`config.mk`:
```
export PLATFORM = sky130hd
export DESIGN_NAME = fourth_step
export DESIGN_NICKNAME = d
export VERILOG_FILES = /design/src/rtl/fourth_step_pkg.sv /design/src/rtl/fourth_step_data_memory.sv /design/src/rtl/fourth_step.sv
export SDC_FILE = /design/constraint.sdc
export NUM_CORES = 1
export LEC_CHECK = 0
export ABC_AREA = 1
export CORE_MARGIN = 2
export CORE_UTILIZATION = 65
export CTS_CLUSTER_SIZE = 24
export DETAILED_ROUTE_END_ITERATION = 7
export GPL_TIMING_DRIVEN = 1
export PLACE_DENSITY_LB_ADDON = 0.05
export SYNTH_ARGS = -nofsm -noshare
export SYNTH_HDL_FRONTEND = slang
export SYNTH_SLANG_ARGS = --single-unit
```
`constraint.sdc`:
```
create_clock -name clk -period 8.69 [get_ports clk]
set_clock_uncertainty 0.05 [all_clocks]
set_input_delay 2.607 -clock clk [delete_from_list [all_inputs] [get_ports clk]]
set_output_delay 2.607 -clock clk [all_outputs]
set_load 0.05 [all_outputs]
```
`src/rtl/fourth_step_pkg.sv`:
```
`default_nettype none
// ============================================================================
//  Module      : fourth_step_pkg
//  Description : Shared widths, control-bundle type and bubble constant for
//                the MIPS memory-access stage (fourth_step) and its RAM.
//                No ports; imported by fourth_step and data_memory.
//  Revision    : 1.0 - initial release
// ============================================================================
package fourth_step_pkg;

    localparam int DATA_W_DEFAULT = 32;  // datapath width
    localparam int REG_W          = 5;   // register-file index width
    localparam int MEM_AW_DEFAULT = 5;   // data-memory word-address width

    // Control bits carried through EX/MEM.
    typedef struct packed {
        logic mem_read;
        logic mem_write;
        logic branch;
        logic mem_to_reg;
        logic reg_write;
    } ctrl_t;

    // A bubble is an instruction with every control bit cleared: it never
    // writes memory, never branches and never writes the register file.
    localparam ctrl_t CTRL_BUBBLE = '0;

endpackage : fourth_step_pkg
`default_nettype wire

```
`src/rtl/fourth_step_data_memory.sv`:
```
`default_nettype none
// ============================================================================
//  Module      : data_memory
//  Description : Word-addressed synchronous single-port RAM.
//                Ports: clk, we (write enable), re (read enable),
//                addr[MEM_AW-1:0] (word index), wdata, rdata (registered).
//                A simultaneous read and write returns the old contents.
//                rdata holds its value while re is low.
//  Revision    : 1.0 - initial release
// ============================================================================
module data_memory
    import fourth_step_pkg::*;
#(
    parameter int DATA_W = DATA_W_DEFAULT,
    parameter int MEM_AW = MEM_AW_DEFAULT
) (
    input  logic              clk,
    input  logic              we,
    input  logic              re,
    input  logic [MEM_AW-1:0] addr,
    input  logic [DATA_W-1:0] wdata,
    output logic [DATA_W-1:0] rdata
);

    localparam int DEPTH = 2 ** MEM_AW;

    logic [DATA_W-1:0] r_mem [DEPTH];

    // Read and write in the same block with non-blocking assignments, so a
    // combined read+write sees the pre-write word.
    always_ff @(posedge clk) begin
        if (we) begin
            r_mem[addr] <= wdata;
        end
        if (re) begin
            rdata <= r_mem[addr];
        end
    end

endmodule : data_memory
`default_nettype wire

```
`src/rtl/fourth_step.sv`:
```
`default_nettype none
// ============================================================================
//  Module      : fourth_step
//  Description : MIPS memory-access stage. Holds the EX/MEM register, the
//                data memory and the MEM/WB register.
//                Inputs : clk, reset, stall, flush, execute-stage controls
//                         (memRead, memWrite, branch, memToReg, regWrite) and
//                         data (addResult, zero, aluResult, reg2Out,
//                         muxRegDstOut).
//                Outputs: pcSrc / branchTarget to fetch (one edge after
//                         capture); misaligned, memReadData, aluResultOut,
//                         regDstOut, memToRegOut, regWriteOut to write-back
//                         (two edges after capture).
//  Revision    : 1.0 - initial release
// ============================================================================
module fourth_step
    import fourth_step_pkg::*;
#(
    parameter int DATA_W = DATA_W_DEFAULT,
    parameter int MEM_AW = MEM_AW_DEFAULT
) (
    input  logic              clk,
    input  logic              reset,
    input  logic              stall,
    input  logic              flush,
    input  logic              memRead,
    input  logic              memWrite,
    input  logic              branch,
    input  logic              memToReg,
    input  logic              regWrite,
    input  logic [DATA_W-1:0] addResult,
    input  logic              zero,
    input  logic [DATA_W-1:0] aluResult,
    input  logic [DATA_W-1:0] reg2Out,
    input  logic [REG_W-1:0]  muxRegDstOut,
    output logic              pcSrc,
    output logic [DATA_W-1:0] branchTarget,
    output logic              misaligned,
    output logic [DATA_W-1:0] memReadData,
    output logic [DATA_W-1:0] aluResultOut,
    output logic [REG_W-1:0]  regDstOut,
    output logic              memToRegOut,
    output logic              regWriteOut
);

    // ---------------- EX/MEM register ----------------
    ctrl_t             r_ex_ctrl;
    logic [DATA_W-1:0] r_ex_add;
    logic              r_ex_zero;
    logic [DATA_W-1:0] r_ex_alu;
    logic [DATA_W-1:0] r_ex_reg2;
    logic [REG_W-1:0]  r_ex_dst;

    ctrl_t w_in_ctrl;
    assign w_in_ctrl = '{mem_read:   memRead,
                         mem_write:  memWrite,
                         branch:     branch,
                         mem_to_reg: memToReg,
                         reg_write:  regWrite};

    // Flush beats stall: a flushed slot always loads its data fields but
    // carries bubble controls.
    always_ff @(posedge clk) begin
        if (reset) begin
            r_ex_ctrl <= CTRL_BUBBLE;
            r_ex_add  <= '0;
            r_ex_zero <= 1'b0;
            r_ex_alu  <= '0;
            r_ex_reg2 <= '0;
            r_ex_dst  <= '0;
        end else if (flush || !stall) begin
            r_ex_ctrl <= flush ? CTRL_BUBBLE : w_in_ctrl;
            r_ex_add  <= addResult;
            r_ex_zero <= zero;
            r_ex_alu  <= aluResult;
            r_ex_reg2 <= reg2Out;
            r_ex_dst  <= muxRegDstOut;
        end
    end

    assign pcSrc        = r_ex_ctrl.branch & r_ex_zero;
    assign branchTarget = r_ex_add;

    // ---------------- Memory access ----------------
    logic              w_mem_we;
    logic              w_mem_re;
    logic [MEM_AW-1:0] w_mem_addr;
    logic [DATA_W-1:0] w_mem_rdata;

    // Gating the write with reset discards a store that is still sitting in
    // EX/MEM when reset arrives.
    assign w_mem_we   = r_ex_ctrl.mem_write & ~stall & ~reset;
    assign w_mem_re   = r_ex_ctrl.mem_read  & ~stall & ~reset;
    // Byte address -> word index; higher bits dropped so accesses wrap.
    assign w_mem_addr = r_ex_alu[MEM_AW+1:2];

    data_memory #(
        .DATA_W (DATA_W),
        .MEM_AW (MEM_AW)
    ) u_data_memory (
        .clk   (clk),
        .we    (w_mem_we),
        .re    (w_mem_re),
        .addr  (w_mem_addr),
        .wdata (r_ex_reg2),
        .rdata (w_mem_rdata)
    );

    // ---------------- MEM/WB register ----------------
    // r_rd_valid marks that the RAM output register holds this slot's load;
    // for non-loads memReadData reads as zero. Both hold together on stall.
    logic r_rd_valid;

    always_ff @(posedge clk) begin
        if (reset) begin
            r_rd_valid   <= 1'b0;
            misaligned   <= 1'b0;
            aluResultOut <= '0;
            regDstOut    <= '0;
            memToRegOut  <= 1'b0;
            regWriteOut  <= 1'b0;
        end else if (!stall) begin
            r_rd_valid   <= r_ex_ctrl.mem_read;
            misaligned   <= (r_ex_ctrl.mem_read | r_ex_ctrl.mem_write)
                            & (r_ex_alu[1:0] != 2'b00);
            aluResultOut <= r_ex_alu;
            regDstOut    <= r_ex_dst;
            memToRegOut  <= r_ex_ctrl.mem_to_reg;
            regWriteOut  <= r_ex_ctrl.reg_write;
        end
    end

    assign memReadData = r_rd_valid ? w_mem_rdata : '0;

endmodule : fourth_step
`default_nettype wire

```
==> metrics.log <==
INFO  metric status = finished clean
INFO  metric worst_skew_pair.late_latency = about 700 ps
INFO  metric clock_buffers_created_by_tritoncts = about 120
INFO  metric globalplace.congestion = approximately 0.85
INFO  metric layout_common_cells = 3019 x nand2_1, 1056 x edfxtp_1, 214 x clkdlybuf4s50_1
INFO  metric yosys.cell_types.count = 19
INFO  metric hold_violations = 0
INFO  metric max_slew.worst_pin.slew = 1230 ps
INFO  metric post_cts.resized_instances = 0
INFO  metric maximum_number_of_pins_on_one_net_before_global_route_repair = approximately 180
INFO  metric cts_hold_buffers = 0
INFO  metric number_of_design_rule_violations_left_after_detail_routing = 0
INFO  metric core_region_area = about 74000 um^2
INFO  metric mappedNetlistArea = about 49000 um^2
INFO  metric timing.final.crit_share = 70.0%
INFO  metric synth_seq_area_share = a little under three quarters
INFO  metric postSynthAreaPerCell = between 10 and 15 um^2
INFO  metric timing.hold.worst.class = reg -> reg
INFO  metric buffer_ports.inserted = roughly 220
INFO  metric critical_path.endpoint_type = flip-flop
INFO  metric clockBufferDepth = 3
INFO  metric synth.net_count = between 4000 and 5000
INFO  metric nature_of_the_critical_path_startpoint = input port
INFO  metric post-route-util = 74.6%
INFO  metric placed_cells = approximately 5800
INFO  metric cts.sink_count = about 1200
INFO  metric vdd_ir_drop_max = around 0.18 mV
INFO  metric layout_min_cycle_time = about 6100 ps
INFO  metric first_pass_iters = 6
INFO  metric report.final.setup_viol = 0
INFO  metric globalRouteTotalUtil = a little over a third
INFO  metric post_drt_antenna_nets = 0
INFO  metric synthCells = approximately 4800
INFO  metric power_density = about 220 nW/um^2
INFO  metric worst_setup_hold_path_clk_slew = 60 ps
INFO  metric relSlewSlack = 18.0%
INFO  metric synth_warnings = 0
INFO  metric die-area = slightly below 80000 um^2
INFO  metric avg_vias_per_cell = between 5 and 6
INFO  metric cts_setup_buffers = 0
INFO  metric finalWirelength = 134000 um
INFO  metric critical_path_required = 8940 ps
INFO  metric tritoncts_clock_tree = built
INFO  metric total_power = between 10 and 15 mW
INFO  metric crit_path_cell_trace = clkdlybuf4s50_1 -> buf_4 -> nor3_1 -> nand3_1 -> nor2_4
INFO  metric timing.final.max_slew_violations = 0
INFO  metric total_negative_slack = 0 ps
INFO  metric layoutNonFillerInstCount = 5996
INFO  metric fin_area = 55400 um^2
INFO  metric layout_commonest_cell = nand2_1
INFO  metric cts-root-buf = clkbuf_16
INFO  metric dpl-instance-area = roughly 50000 um^2
INFO  metric wire_per_inst = 22.3 um
INFO  metric power_leakage = roughly 23 nW
INFO  metric via_count = about 34000
INFO  metric antenna_violations_before_repair = 5
INFO  metric grt_first_pass_wirelength = ~200000 um
INFO  metric number_of_drc_markers_after_the_initial_detailed_route_iteration = 4078
INFO  metric io_pins = ~220
INFO  metric max_cap_violations = 0
INFO  metric start_util = about two thirds
INFO  metric die_w = about 280 um
INFO  metric cp_max_fo = between 40 and 50
INFO  metric critical-path-max-stage-delay = 1290 ps
INFO  metric arrival = 6330 ps
INFO  metric nets = just over 5000
INFO  metric num_rows = 100
INFO  metric detailedPlacementHpwl = around 77000 um
INFO  metric via_count_of_the_first_global_routing_pass = approximately 32000
INFO  metric die_y = roughly 280 um
INFO  metric crit_slowest_cell = nor2_4
INFO  metric achievable-frequency = approximately 160 MHz
INFO  metric grt_remaining_overflow = 0
INFO  metric unrepaired_setup_endpoints_after_global_routing = false
INFO  metric h-tree-depth = 3
INFO  metric fraction_of_layout_cells_with_a_size_suffix_above_1 = around 6%
INFO  metric setup_cp_type = in -> reg
INFO  metric areaGrowthSynthToFinish = 13.8%
INFO  metric synth-seq-cells = roughly 1200
-- where the power goes --
group | total, mW | switching [mW] | internal (mW)
combinational | 0.782 | 0.562 | 0.221
clock | 5.15 | 2.19 | 2.96
sequential | 6.51 | 0.168 | 6.35
total | 12.4 | 2.92 | 9.52
-- Yosys cell counts (all sizes together) --
| cell | number | share of area, % |
|---|---|---|
| a211oi | 10 | 0.15 |
| a21oi | 134 | 1.4 |
| buf | 141 | 1.5 |
| clkbuf | 105 | 0.81 |
| dfxtp | 148 | 6.1 |
| edfxtp | 1056 | 65 |
| inv | 49 | 0.39 |
| nand2 | 3019 | 23 |
| nand3 | 4 | 0.041 |
| nor2 | 117 | 0.91 |
| nor3 | 9 | 0.26 |
| o21ai | 6 | 0.062 |
-- cell families (layout without fill, tap and decap cells) --
family | count (synthesis) | after routing | share of synthesized area (%)
simple gates | 3149 | 3149 | 24.5
other cells | 0 | 2 | 0
flops | 1204 | 1204 | 71.2
compound gates | 150 | 150 | 1.59
buf+inv | 295 | 522 | 2.75
-- metrics by stage --
| step | hold WS, ps | setup WS, ps |
|---|---|---|
| finish | 406 | 2610 |
| global route | 425 | 2550 |
| detailed placement | 402 | 2000 |
| global placement | 391 | 2130 |
| CTS | 408 | 2700 |
| floorplan | 388 | 3480 |
-- final cells by class --
type	count	area, um^2
fill	5065	18900
multi-input combinational	3299	13000
tap	969	1210
timing repair buffer	249	2430
inverter	49	208
sequential	1204	34700
antenna	2	5.00
clock inverter	82	776
clock buffer	142	3140
-- flip-flops by register name, summed over array words and instances, names as in the netlist --
register / cells
aluResultOut: 32
branchTarget: 32
memToRegOut: 1
misaligned: 1
r_ex_alu: 32
r_ex_ctrl: 5
r_ex_dst: 5
r_ex_reg2: 32
r_ex_zero: 1
r_rd_valid: 1
regDstOut: 5
regWriteOut: 1
u_data_memory.r_mem: 1024
u_data_memory.rdata: 32
-- path summary, 6_finish.rpt --
| kind | start | to | slack (ps) | cells after the start |
|---|---|---|---|---|
| max reg2reg | r_ex_alu[2] | u_data_memory.r_mem[25][27] | 4400 | 3 |
| min | aluResultOut[29] | aluResultOut[29] | 410 | 2 |
| min reg2reg | aluResultOut[29] | aluResultOut[29] | 410 | 2 |
| max | stall | u_data_memory.r_mem[25][27] | 2610 | 5 |
-- worst max-delay path, delay by kind of cell --
family / cells / cell delay, ps
buffers and inverters: 2 / 670
and+or+nand+nor: 3 / 3010
-- layer usage --
metal  vias up  GRT usage [%]  share of wire (%)
met5         -              0             0.0097
met4         2           13.7                4.1
met3       247           7.94                 12
met2      1829           54.1                 46
met1     16000           48.2                 38
li1      15800              -                  -
Note: power is estimated with default switching activity, not from simulation.
